File: src/rtl/riscv_pkg.sv
// riscv_pkg: RV32I opcodes, instruction formats and loader FSM states shared by the encoder.
package riscv_pkg;
    localparam logic [6:0] OP_R      = 7'b0110011;
    localparam logic [6:0] OP_IMM    = 7'b0010011;
    localparam logic [6:0] OP_LOAD   = 7'b0000011;
    localparam logic [6:0] OP_JALR   = 7'b1100111;
    localparam logic [6:0] OP_STORE  = 7'b0100011;
    localparam logic [6:0] OP_BRANCH = 7'b1100011;

    typedef enum logic [2:0] {FMT_R, FMT_I, FMT_S, FMT_B, FMT_INV} fmt_t;

    typedef enum logic [1:0] {OCIOSO, ATIVO, CHEIO} estado_t;
endpackage

File: src/rtl/codificador_campos.sv
// codificador_campos: packs decoded RV32I fields into an instruction word and checks the immediate range.
module codificador_campos
    import riscv_pkg::*;
(
    input  logic [6:0]  opcode,
    input  logic [4:0]  rd,
    input  logic [4:0]  rs1,
    input  logic [4:0]  rs2,
    input  logic [2:0]  funct3,
    input  logic [6:0]  funct7,
    input  logic [31:0] imm,
    output logic [31:0] instr,
    output fmt_t        fmt,
    output logic        imm_ok
);
    logic cabe_12, cabe_13;

    always_comb begin
        fmt = opcode == OP_R ? FMT_R :
              (opcode == OP_IMM || opcode == OP_LOAD || opcode == OP_JALR) ? FMT_I :
              opcode == OP_STORE ? FMT_S :
              opcode == OP_BRANCH ? FMT_B : FMT_INV;
        cabe_12 = &imm[31:11] || ~|imm[31:11];
        // branch offsets are halfword aligned, so bit 0 must be clear
        cabe_13 = (&imm[31:12] || ~|imm[31:12]) && !imm[0];
        imm_ok = (fmt == FMT_I || fmt == FMT_S) ? cabe_12 :
                 fmt == FMT_B ? cabe_13 : 1'b1;
        instr = fmt == FMT_R ? {funct7, rs2, rs1, funct3, rd, opcode} :
                fmt == FMT_I ? {imm[11:0], rs1, funct3, rd, opcode} :
                fmt == FMT_S ? {imm[11:5], rs2, rs1, funct3, imm[4:0], opcode} :
                fmt == FMT_B ? {imm[12], imm[10:5], rs2, rs1, funct3, imm[4:1], imm[11], opcode} :
                32'd0;
    end
endmodule

File: src/rtl/montador_instrucao.sv
// montador_instrucao: streaming RV32I encoder emitting address-tagged words for instruction memory load.
module montador_instrucao
    import riscv_pkg::*;
#(
    parameter int ADDR_W = 8,
    parameter int DEPTH  = 256
)
(
    input  logic              clk,
    input  logic              rst_n,
    input  logic              start,
    input  logic              in_valid,
    output logic              in_ready,
    input  logic [6:0]        in_opcode,
    input  logic [4:0]        in_rd,
    input  logic [4:0]        in_rs1,
    input  logic [4:0]        in_rs2,
    input  logic [2:0]        in_funct3,
    input  logic [6:0]        in_funct7,
    input  logic [31:0]       in_imm,
    output logic              out_valid,
    input  logic              out_ready,
    output logic [31:0]       out_instr,
    output logic [ADDR_W-1:0] out_addr,
    output logic              busy,
    output logic              done,
    output logic              err_imm,
    output logic              err_opcode,
    output logic [ADDR_W:0]   word_count
);
    localparam logic [ADDR_W:0] ULTIMO = (ADDR_W + 1)'(DEPTH - 1);

    estado_t     estado, proximo;
    logic [31:0] instr;
    fmt_t        fmt;
    logic        imm_ok, xfer, legal, partida;

    codificador_campos u_cod (
        .opcode (in_opcode),
        .rd     (in_rd),
        .rs1    (in_rs1),
        .rs2    (in_rs2),
        .funct3 (in_funct3),
        .funct7 (in_funct7),
        .imm    (in_imm),
        .instr  (instr),
        .fmt    (fmt),
        .imm_ok (imm_ok)
    );

    always_comb begin
        in_ready = estado == ATIVO && (!out_valid || out_ready);
        xfer     = in_valid && in_ready;
        legal    = fmt != FMT_INV && imm_ok;
        partida  = start && !out_valid && estado != ATIVO;
        proximo  = partida ? ATIVO :
                   (xfer && legal && word_count == ULTIMO) ? CHEIO : estado;
        busy     = estado == ATIVO;
        done     = estado == CHEIO;
    end

    always_ff @(posedge clk or negedge rst_n)
        if (!rst_n)
            estado <= OCIOSO;
        else
            estado <= proximo;

    // word_count doubles as the address counter: both advance only on legal words
    always_ff @(posedge clk or negedge rst_n)
        if (!rst_n) begin
            out_valid  <= 1'b0;
            out_instr  <= '0;
            out_addr   <= '0;
            word_count <= '0;
            err_imm    <= 1'b0;
            err_opcode <= 1'b0;
        end else begin
            out_valid <= (xfer && legal) ? 1'b1 : out_ready ? 1'b0 : out_valid;
            if (xfer && legal) begin
                out_instr <= instr;
                out_addr  <= word_count[ADDR_W-1:0];
            end
            word_count <= partida ? '0 : word_count + {{ADDR_W{1'b0}}, xfer && legal};
            err_imm    <= !partida && (err_imm || (xfer && fmt != FMT_INV && !imm_ok));
            err_opcode <= !partida && (err_opcode || (xfer && fmt == FMT_INV));
        end
endmodule

File: config.mk
export PLATFORM = sky130hd
export DESIGN_NAME = montador_instrucao
export DESIGN_NICKNAME = d
export VERILOG_FILES = /design/src/rtl/riscv_pkg.sv /design/src/rtl/codificador_campos.sv /design/src/rtl/montador_instrucao.sv
export SDC_FILE = /design/constraint.sdc
export NUM_CORES = 1
export LEC_CHECK = 0
export ABC_AREA = 1
export CORE_UTILIZATION = 40
export CTS_CLUSTER_DIAMETER = 40
export CTS_CLUSTER_SIZE = 16
export DETAILED_ROUTE_END_ITERATION = 12
export PLACE_DENSITY = 0.83
export SYNTH_ARGS = -nofsm -noshare
export SYNTH_HDL_FRONTEND = slang
export SYNTH_HIERARCHICAL = 1
export SYNTH_SLANG_ARGS = --single-unit
File: constraint.sdc
create_clock -name clk -period 2 [get_ports clk]
set_input_delay 0.2 -clock clk [delete_from_list [all_inputs] [get_ports clk]]
set_output_delay 0.2 -clock clk [all_outputs]
set_load 0.005 [all_outputs]
[Word level (Yosys, flattened, before mapping)]
Index checks and enable logic that the tools add are counted.
Word-level totals
  register bits after elaboration: 54
  bits of input ports: 69
  word-level logic and storage cells: 72
Cells by class
  add/subtract/negate cells: 1
  equal/unequal tests: 15
  muxes and demuxes: 15
  reduce and logical (&&, ||, !) cells: 34
Operators by type and width (number)
  $mux W32: 4
  $reduce_and A21 Y1: 1
  $reduce_or A21 Y1: 1
  $reduce_and A20 Y1: 1
  $reduce_or A20 Y1: 1
  $eq A7 B6 Y1 const B: 2
  $eq A7 B7 Y1 const B: 2
  $logic_and A1 B1 Y1: 13
  $mux W3: 4
  $add A9 B1 Y9: 1
  $eq A9 B8 Y1 const B: 1
  $mux W9: 1
  $logic_or A1 B1 Y1: 8
  $eq A7 B2 Y1 const B: 1
  $eq A7 B5 Y1 const B: 1
  $eq A3 B2 Y1 const B: 2
  $logic_not A1 Y1: 6
  $mux W1: 4
  $mux W2: 2
  $reduce_bool A2 Y1: 2
  $eq A3 B1 Y1 const B: 1
  $eq A3 B3 Y1 const B: 1
  $logic_not A3 Y1: 1
  $ne A3 B3 Y1 const B: 1
  other kinds (3): 3

[Logic depth before layout (Yosys ltp)]
Gate-level depths: netlist of the first run.
  depth after elaboration: 13
  mapped depth: 20
  mapped depth without buffers: 18

[Modules after synthesis]
Netlist of the first run, hierarchy kept.
By module, submodules not included
  montador_instrucao: times used 1, cells each 269, area an instance 2321.0 um^2, sequential area each 1351.3 um^2
  codificador_campos: times used 1, cells each 184, area an instance 879.6 um^2, sequential area each 0.0 um^2

[Worst setup path before layout of the first run]
Ideal clock, no wire load.
  path type: input to register
  start point: input port in_opcode[4]
  end point: register word_count[8]
  library setup time: 0.123 ns
  arrival: 2.304 ns
  path slack: -0.428 ns
  stages on the path: 20
  buffers on the path: 2
  path through: inv_1 nand2_2 nor2_4 nand3_2 nand2_2 inv_2 nand2_4 nor2_8 buf_12 nand2_1 nand2_1 nor2_4 buf_6 ha_1 ha_1 nand2_1 nor2_1 nand2_1 xor2_1 nor2_1
On the way
  longest elaborated chain between the ends: 12
  elaborated cells between the ends (all ways): 23
  those cells by class: add/sub (1); eq/ne (10); mux (7); reduce/logical (5)
RTL lines
  from (decl): line montador_instrucao.sv:14  | input logic [6:0] in_opcode,
  $eq A7 B7 Y1, or another cell as far along: line codificador_campos.sv:22  | opcode == OP_BRANCH ? FMT_B : FMT_INV;
  $mux W3 or $logic_or A1 B1 Y1 (tied branches): line codificador_campos.sv:22, codificador_campos.sv:20
  $mux W3 or $logic_or A1 B1 Y1 (tied branches): line codificador_campos.sv:21, codificador_campos.sv:20
  $mux W3: line codificador_campos.sv:20  | (opcode == OP_IMM || opcode == OP_LOAD || opcode == OP_JALR) ? FMT_I :
  $mux W3 (*): line codificador_campos.sv:19  | fmt = opcode == OP_R ? FMT_R :
  named net fmt[2]: line montador_instrucao.sv:35  | fmt_t fmt;
  $eq A3 B2 Y1, or another cell as far along: line codificador_campos.sv:27  | fmt == FMT_B ? cabe_13 : 1'b1;
  $mux W1 or $logic_or A1 B1 Y1 (tied branches): line codificador_campos.sv:27, codificador_campos.sv:26
  $mux W1: line codificador_campos.sv:26  | imm_ok = (fmt == FMT_I || fmt == FMT_S) ? cabe_12 :
  $logic_and A1 B1 Y1 (*): line montador_instrucao.sv:54  | legal = fmt != FMT_INV && imm_ok;
  $logic_and A1 B1 Y1 (*): line montador_instrucao.sv:83  | word_count <= partida ? '0 : word_count + {{ADDR_W{1'b0}}, xfer && legal};
  $add A9 B1 Y9 (*): line montador_instrucao.sv:83
  $mux W9 (*): line montador_instrucao.sv:83
  to (signal assigned): line montador_instrucao.sv:83
  to (decl): line montador_instrucao.sv:29  | output logic [ADDR_W:0] word_count
Mark *: on every way through the listed nets, which the timed path passes. The rest lies on a longest branch.
A chain may end at the register's enable or synchronous reset.

[Final worst setup path of the first run]
  start point: input port in_opcode[3]
  end point: register word_count[8]
Same word-level chain as after synthesis.

==> out/results.tsv, run 1 <==
metric	value	unit
synthToLayoutAreaGrowth	50.3	%
whs	344	ps
cts_buffers	5	
tritoncts	done	
syn_area_per_cell	7.07	sq um
ys_warn_count	6	
peakVddDrop	0.318	mV
final-setup-viol-count	0	
syn_nets	524	
firstDrtPassIters	4	
via_per_inst	4.78	
antenna_cells	0	
min_period	1890	ps
crit_path_top_delay_cell	dlygate4sd2_1	
drv_cap	0	
vias	3359	
grt_max_degree	55	
hold_depth	6	
min_delay_worst_endpoint	out_instr[31]$_DFFE_PN0P_	
leakage	2.46	nW
cts.clk_slew.worst_paths	100	ps
r2r_cells	10	
grt_pass1_wl	14700	um
final_hold_viol_count	0	
skew	12.1	ps
die-area	8360	sq um
grt-ovfl-total	0	
ff2ff_setup_slack	300	ps
powerDensity	513	nW/um^2
cts-root-buf	clkbuf_8	
outcome	finished clean	
yosysTopAreaCellShare	0.422	
crit_family	simple AND/OR/NAND/NOR gates	
grt.total_usage	0.215	
antenna_violating_nets_post_route	0	
ys_seq_elements	54	
drtIter0Drc	130	
clkPwrFrac	0.238	
synth_xor_area_frac	0.00547	
placementRows	32	
crit_type	in -> reg	
synth.distinct_cells	28	
numPortBuffers	123	
netlist_instances	453	
syn_area	3200	sq um
io_pins	124	
worstHoldStart	in_imm[11]	
dieWidth	91.5	um
core	7730	sq um
yosysSeqAreaShare	0.422	
seq_power_share	0.506	
p_sw	0.712	mW
synth_top_family_by_area	simple AND/OR/NAND/NOR gates	
die_y	91.5	um
power.internal	1.76	mW
drc	0	
crit_path_max_fanout	3	
initial_core_util	0.414	
drive_gt1_frac	0.178	
critPathMaxStageDelay	280	ps
place.gp.congestion	0.842	
min_path_type	in -> reg	
wirelength	8840	um
synthAdderAreaFrac	0.00782	
combinationalPowerShare	0.256	
swShare	0.288	
clock_sinks	54	
r2r-start	estado[1]$_DFFE_PN0P_	
synthSimpleGateAreaFrac	0.387	
clockBufferDepth	2	
start_kind	input port	
wl_per_cell	12.6	um
path_cells	dlygate4sd2_1 > nor2_4 > nand4_1 > nand2_4 > inv_4 > nand2_4 > nor2_8 > nand2_4 > nand2_4 > nor2_4 > ha_4 > ha_4 > nand2_4 > nor2_4 > nand2_1 > xor2_1 > nor2_1	
cpMostUsedCell	nand2_4	
crit_required	2190	ps
ctsHtreeMaxLevel	2	
grt_pass1_vias	3346	
fin_crit_sh	0.947	
slew_violations	0	
synth_area_leaders	dfrtp_1 (42%), nand2_1 (19%), nor2_1 (8.2%)	
cp-end-kind	register	
max_freq	0.528	GHz
yosys.area.top_type	dfrtp_1	
crit_buf_inv	2	
regToRegEndpoint	word_count[8]$_DFF_PN0_	
antenna_found_initial	0	
nNetsFinal	671	
place_hpwl	6420	um
crit_arrival	2090	ps
fin_setup_tns	0	ps
synth_compound_area_frac	0.0907	
muxShareOfSynthArea	0	
worstSkewPairLatency	300	ps
per-stage QoR:
step / total power, mW / setup WS, ps / cell area (sq um) / util / cells
6_report: 2.47 / 105 / 4810 / 0.623 / 702
5_1_grt: 2.61 / -3.52 / 4810 / 0.623 / 702
4_1_cts: 2.49 / 6.48 / 4800 / 0.621 / 696
3_5_place_dp: 1.92 / -607 / 4680 / 0.606 / 685
3_3_place_gp: 1.90 / -521 / 4680 / 0.606 / 685
2_1_floorplan: 1.49 / -193 / 3260 / - / 453
cell families after synthesis:
logic type / Yosys count
AND/OR/NAND/NOR: 280
AO/OA/AOI/OAI: 58
buffers and inverters: 56
flip-flops: 54
XOR/XNOR: 2
adder cells (fa/ha/maj): 2
other: 1
cell usage after synthesis:
master and number:
nor2_4 10, clkbuf_2 2, nand2_1 165, nand4_1 8, nor2_1 70, and2_1 1
nand3_4 1, buf_2 2, inv_1 33, buf_6 5, ha_1 2, nand2_4 1
nand3_2 1, nor2_2 1, nor3_1 1, nand3_1 16, a21oi_1 4, dfrtp_1 54
clkbuf_1 6, conb_1 1, buf_12 1, inv_2 6, nand2_2 3, buf_4 1
nor2_8 2, o21ai_0 41, o21ai_1 13, xor2_1 2
worst reg2reg max path: stages, from the launching register on:
cell and delay [ps]:
dfrtp_1 450, nor2_8 150, nand3_4 100, nor2_4 150
ha_4 150, ha_4 150, nand2_4 60, nor2_4 130
nand2_1 70, xor2_1 150, nor2_1 60
sequential cells by signal (all words and copies together) (netlist names):
register / count
out_valid: 1
out_instr: 32
err_opcode: 1
out_addr: 8
word_count: 9
estado: 2
err_imm: 1
how the worst max path moves through the flow:
| stage | cells past startpoint | slack, ps | end | startpoint |
|---|---|---|---|---|
| after global placement | 20 | -520 | word_count[8]$_DFF_PN0_ | in_opcode[4] |
| after CTS | 20 | 6 | word_count[8]$_DFF_PN0_ | in_opcode[4] |
| after global routing | 17 | -4 | word_count[8]$_DFF_PN0_ | in_opcode[3] |
| after floorplan | 20 | -190 | word_count[8]$_DFF_PN0_ | in_opcode[4] |
| after detailed placement | 20 | -610 | word_count[8]$_DFF_PN0_ | in_opcode[4] |
| final | 17 | 110 | word_count[8]$_DFF_PN0_ | in_opcode[3] |
final cells by class:
class                           instances  area, sq um
Inverter                               39          161
Sequential cell                        54         1350
Fill cell                             667         2920
Clock buffer                            6         72.6
Multi-Input combinational cell        343         1710
Clock inverter                          1         7.51
Timing Repair Buffer                  157         1380
Tap cell                              102          128
placed cells by master, fill, tap and decap left out, types with 2 or more instances in the layout:
cell / count
a21oi_1: 3
buf_4: 30
buf_6: 2
clkbuf_2: 23
clkbuf_8: 5
clkdlybuf4s50_1: 94
dfrtp_1: 54
dlygate4sd2_1: 5
ha_4: 2
inv_1: 31
inv_2: 6
nand2_1: 162
nand2_4: 6
nand3_1: 16
nand4_1: 8
nor2_1: 60
nor2_2: 7
nor2_4: 14
nor2_8: 2
o21ai_0: 41
o21ai_1: 13
xor2_1: 2
power groups by stage:
stage	combinational (mW)	sequential (mW)	clock, mW
global placement	0.626	1.27	0
CTS	0.636	1.25	0.601
finish	0.633	1.25	0.587
global route	0.693	1.26	0.653
detailed placement	0.645	1.27	0
floorplan	0.224	1.26	0
metal layers:
layer,share of wire,up-vias,track usage
li1,-,1704,-
met1,0.42,1523,0.251
met2,0.51,119,0.394
met3,0.059,13,0.0402
met4,0.015,0,0.0701
met5,0,-,0
timing repair:
item | 4_1_cts | 5_1_grt
gates resized for setup | 37 | 61
endpoints found under the setup margin | 48 | 39
pin swaps | 12 | 27
cloned | 0 | 0
hold buffers | 1 | 0
setup buffers | 3 | 6
endpoints found under the hold margin | 54 | 0
Note: power is estimated with default switching activity, not from simulation.
==> run 2, diff against run 1 <==
--- a/config.mk
+++ b/config.mk
@@ -5,12 +5,12 @@
 export SDC_FILE = /design/constraint.sdc
 export NUM_CORES = 1
 export LEC_CHECK = 0
-export ABC_AREA = 1
-export CORE_UTILIZATION = 40
+export ABC_AREA = 0
+export CORE_UTILIZATION = 38
 export CTS_CLUSTER_DIAMETER = 40
 export CTS_CLUSTER_SIZE = 16
 export DETAILED_ROUTE_END_ITERATION = 12
-export PLACE_DENSITY = 0.83
+export PLACE_DENSITY = 0.84
 export SYNTH_ARGS = -nofsm -noshare
 export SYNTH_HDL_FRONTEND = slang
 export SYNTH_HIERARCHICAL = 1
==> run 2 against run 1 <==
Net effect: flip-flop and latch count unchanged; combinational power decreased by 11%; synthesized cell count fell by 48%; worst setup slack worse by 27 ps; sequential share of layout area rose by 1.1 points; global-route usage is 1.3 points lower; final cell count is 30% lower; critical endpoint unchanged; highest routed layer unchanged.
==> out/results.tsv, run 2 <==
metric	value	unit
place.gp.congestion	0.864	
via_per_inst	4.97	
ys.flop_type	dfrtp_1	
outcome	finished clean	
grt-ovfl-total	0	
yosysSeqAreaShare	0.486	
path_cells	dlygate4sd2_1 > or3_4 > a21oi_4 > a21o_2 > nor3b_4 > nand3b_4 > inv_4 > ha_4 > ha_4 > nand4_1 > xor2_1 > nor2_1	
final-setup-viol-count	0	
yosys-top-cells-count	dfrtp_1 (54), mux2_2 (38), nor2_1 (23), and2_1 (9), nand3_1 (8)	
synthToLayoutAreaGrowth	66.9	%
leakage	2.16	nW
syn_nets	305	
antenna_found_initial	0	
netlist_instances	234	
skew	10.8	ps
crit_buf_inv	2	
seq_power_share	0.482	
ys_seq_elements	54	
min_path_type	in -> async	
powerDensity	550	nW/um^2
clockBufferDepth	2	
final_hold_viol_count	0	
syn_area_per_cell	11.9	sq um
reg.largest.list	out_instr (32), word_count (9), out_addr (8)	
ctsHtreeMaxLevel	2	
io_pins	124	
mostFrequentLayoutCells	clkdlybuf4s50_1 (95), dfrtp_1 (54), mux2_2 (38), buf_4 (28), nor2_1 (23)	
drc	0	
layout_commonest_cell	clkdlybuf4s50_1	
placementRows	30	
combinationalPowerShare	0.222	
crit_family	simple AND/OR/NAND/NOR gates	
worstSkewPairLatency	310	ps
die_y	87.5	um
p_sw	0.633	mW
dieWidth	87.5	um
vias	2447	
largest-register	out_instr	
max_freq	0.520	GHz
grt.total_usage	0.203	
antenna_violating_nets_post_route	0	
ys_warn_count	6	
synth_edf_count	0	
power.internal	1.92	mW
clock_sinks	54	
drv_cap	0	
peakVddDrop	0.435	mV
worst-slew-pin-transition	625	ps
crit_path_max_fanout	6	
placed_cell_area	4380	sq um
nNetsFinal	466	
crit_type	in -> reg	
tritoncts	done	
swShare	0.248	
antenna_cells	0	
start_kind	input port	
async_flop_share	1.00	
initial_core_util	0.400	
instances_no_fill	492	
crit_arrival	2120	ps
crit_path_top_delay_cell	or3_4	
yosysMostFrequentCell	dfrtp_1	
synth_area_leaders	dfrtp_1 (49%), mux2_2 (15%), nor2_1 (3.1%)	
firstDrtPassIters	4	
dp.cells	475	
power	2.55	mW
yosysTopAreaCellShare	0.486	
cpMostUsedCell	ha_4	
fin_crit_sh	0.961	
design_area	4640	sq um
fin_setup_tns	0	ps
cts-root-buf	clkbuf_8	
rsz0062_at_grt	true	
grt_max_degree	30	
maxSlewHeadroom	0.583	
crit_required	2200	ps
grt_pass1_vias	2516	
slew_violations	0	
clkPwrFrac	0.296	
min_period	1920	ps
yosys.area.top_type	dfrtp_1	
cp-end-kind	register	
wirelength	7840	um
grt_pass1_wl	12000	um
numPortBuffers	123	
core	6940	sq um
die-area	7660	sq um
cts.clk_slew.worst_paths	100	ps
syn_area	2780	sq um
utilization	0.668	
largest_register_ffs	32	
critPathMaxStageDelay	440	ps
cts_buffers	5	
synth.distinct_cells	47	
drive_gt1_frac	0.346	
place_hpwl	5880	um
drtIter0Drc	64	
wl_per_cell	15.9	um
## run 2: worst paths after layout
path	start	endpoint	slack, ps	depth (start not counted)
setup reg to reg	estado[0]$_DFFE_PN0P_	word_count[8]$_DFF_PN0_	250	9
hold reg to reg	out_instr[26]$_DFFE_PN0P_	out_instr[26]$_DFFE_PN0P_	510	1
setup / recovery	in_opcode[2]	word_count[8]$_DFF_PN0_	80	12
min in group clk	in_imm[12]	out_instr[31]$_DFFE_PN0P_	480	5
max in group asynchronous	rst_n	out_instr[12]$_DFFE_PN0P_	990	3
hold / removal	rst_n	out_instr[17]$_DFFE_PN0P_	440	2
## run 2: repair_timing
action | 4_1_cts | 5_1_grt
cloned | 0 | 1
gates resized for setup | 80 | 24
hold endpoints to repair | 25 | 0
hold buffers | 1 | 0
pin swaps | 19 | 17
endpoints found under the setup margin | 51 | 25
buffers inserted | 5 | 3
## run 2: kinds of logic (layout without fill, tap and decap cells)
logic type,after synthesis,after routing,share of synthesized area
fa+ha+maj,2,2,0.00901
xor+xnor,7,7,0.0221
buf+inv,13,175,0.0383
flops,54,54,0.486
compound gates,25,25,0.0707
simple gates,85,85,0.182
other cells,1,1,0.00135
mux,47,47,0.190
## run 2: power groups by stage
stage	Clock, mW	Combinational, mW	Sequential [mW]
finish	0.755	0.566	1.23
floorplan	0	0.160	1.25
CTS	0.775	0.554	1.23
global placement	0	0.542	1.25
global route	0.828	0.609	1.24
detailed placement	0	0.553	1.25
## run 2: routing by layer
layer,up-vias,global-route usage,share of wire
li1,1157,-,-
met1,1187,0.230,0.41
met2,88,0.371,0.51
met4,0,0.0745,0.021
met5,-,0,0
met3,15,0.0436,0.058
## run 2: through the flow
stage | hold WS, ps | setup slack [ps]
6_report | 438 | 78.6
2_1_floorplan | -95.6 | -241
4_1_cts | 463 | 0.924
3_5_place_dp | 261 | -630
3_3_place_gp | 254 | -561
5_1_grt | 482 | -102
## run 2: final cells by class
class	instances	area (sq um)
fill	542	2310
tap	96	120
inverter	4	17.5
sequential	54	1350
multi-input combinational	167	1420
clock inverter	3	48.8
clock buffer	5	68.8
timing repair buffer	163	1610
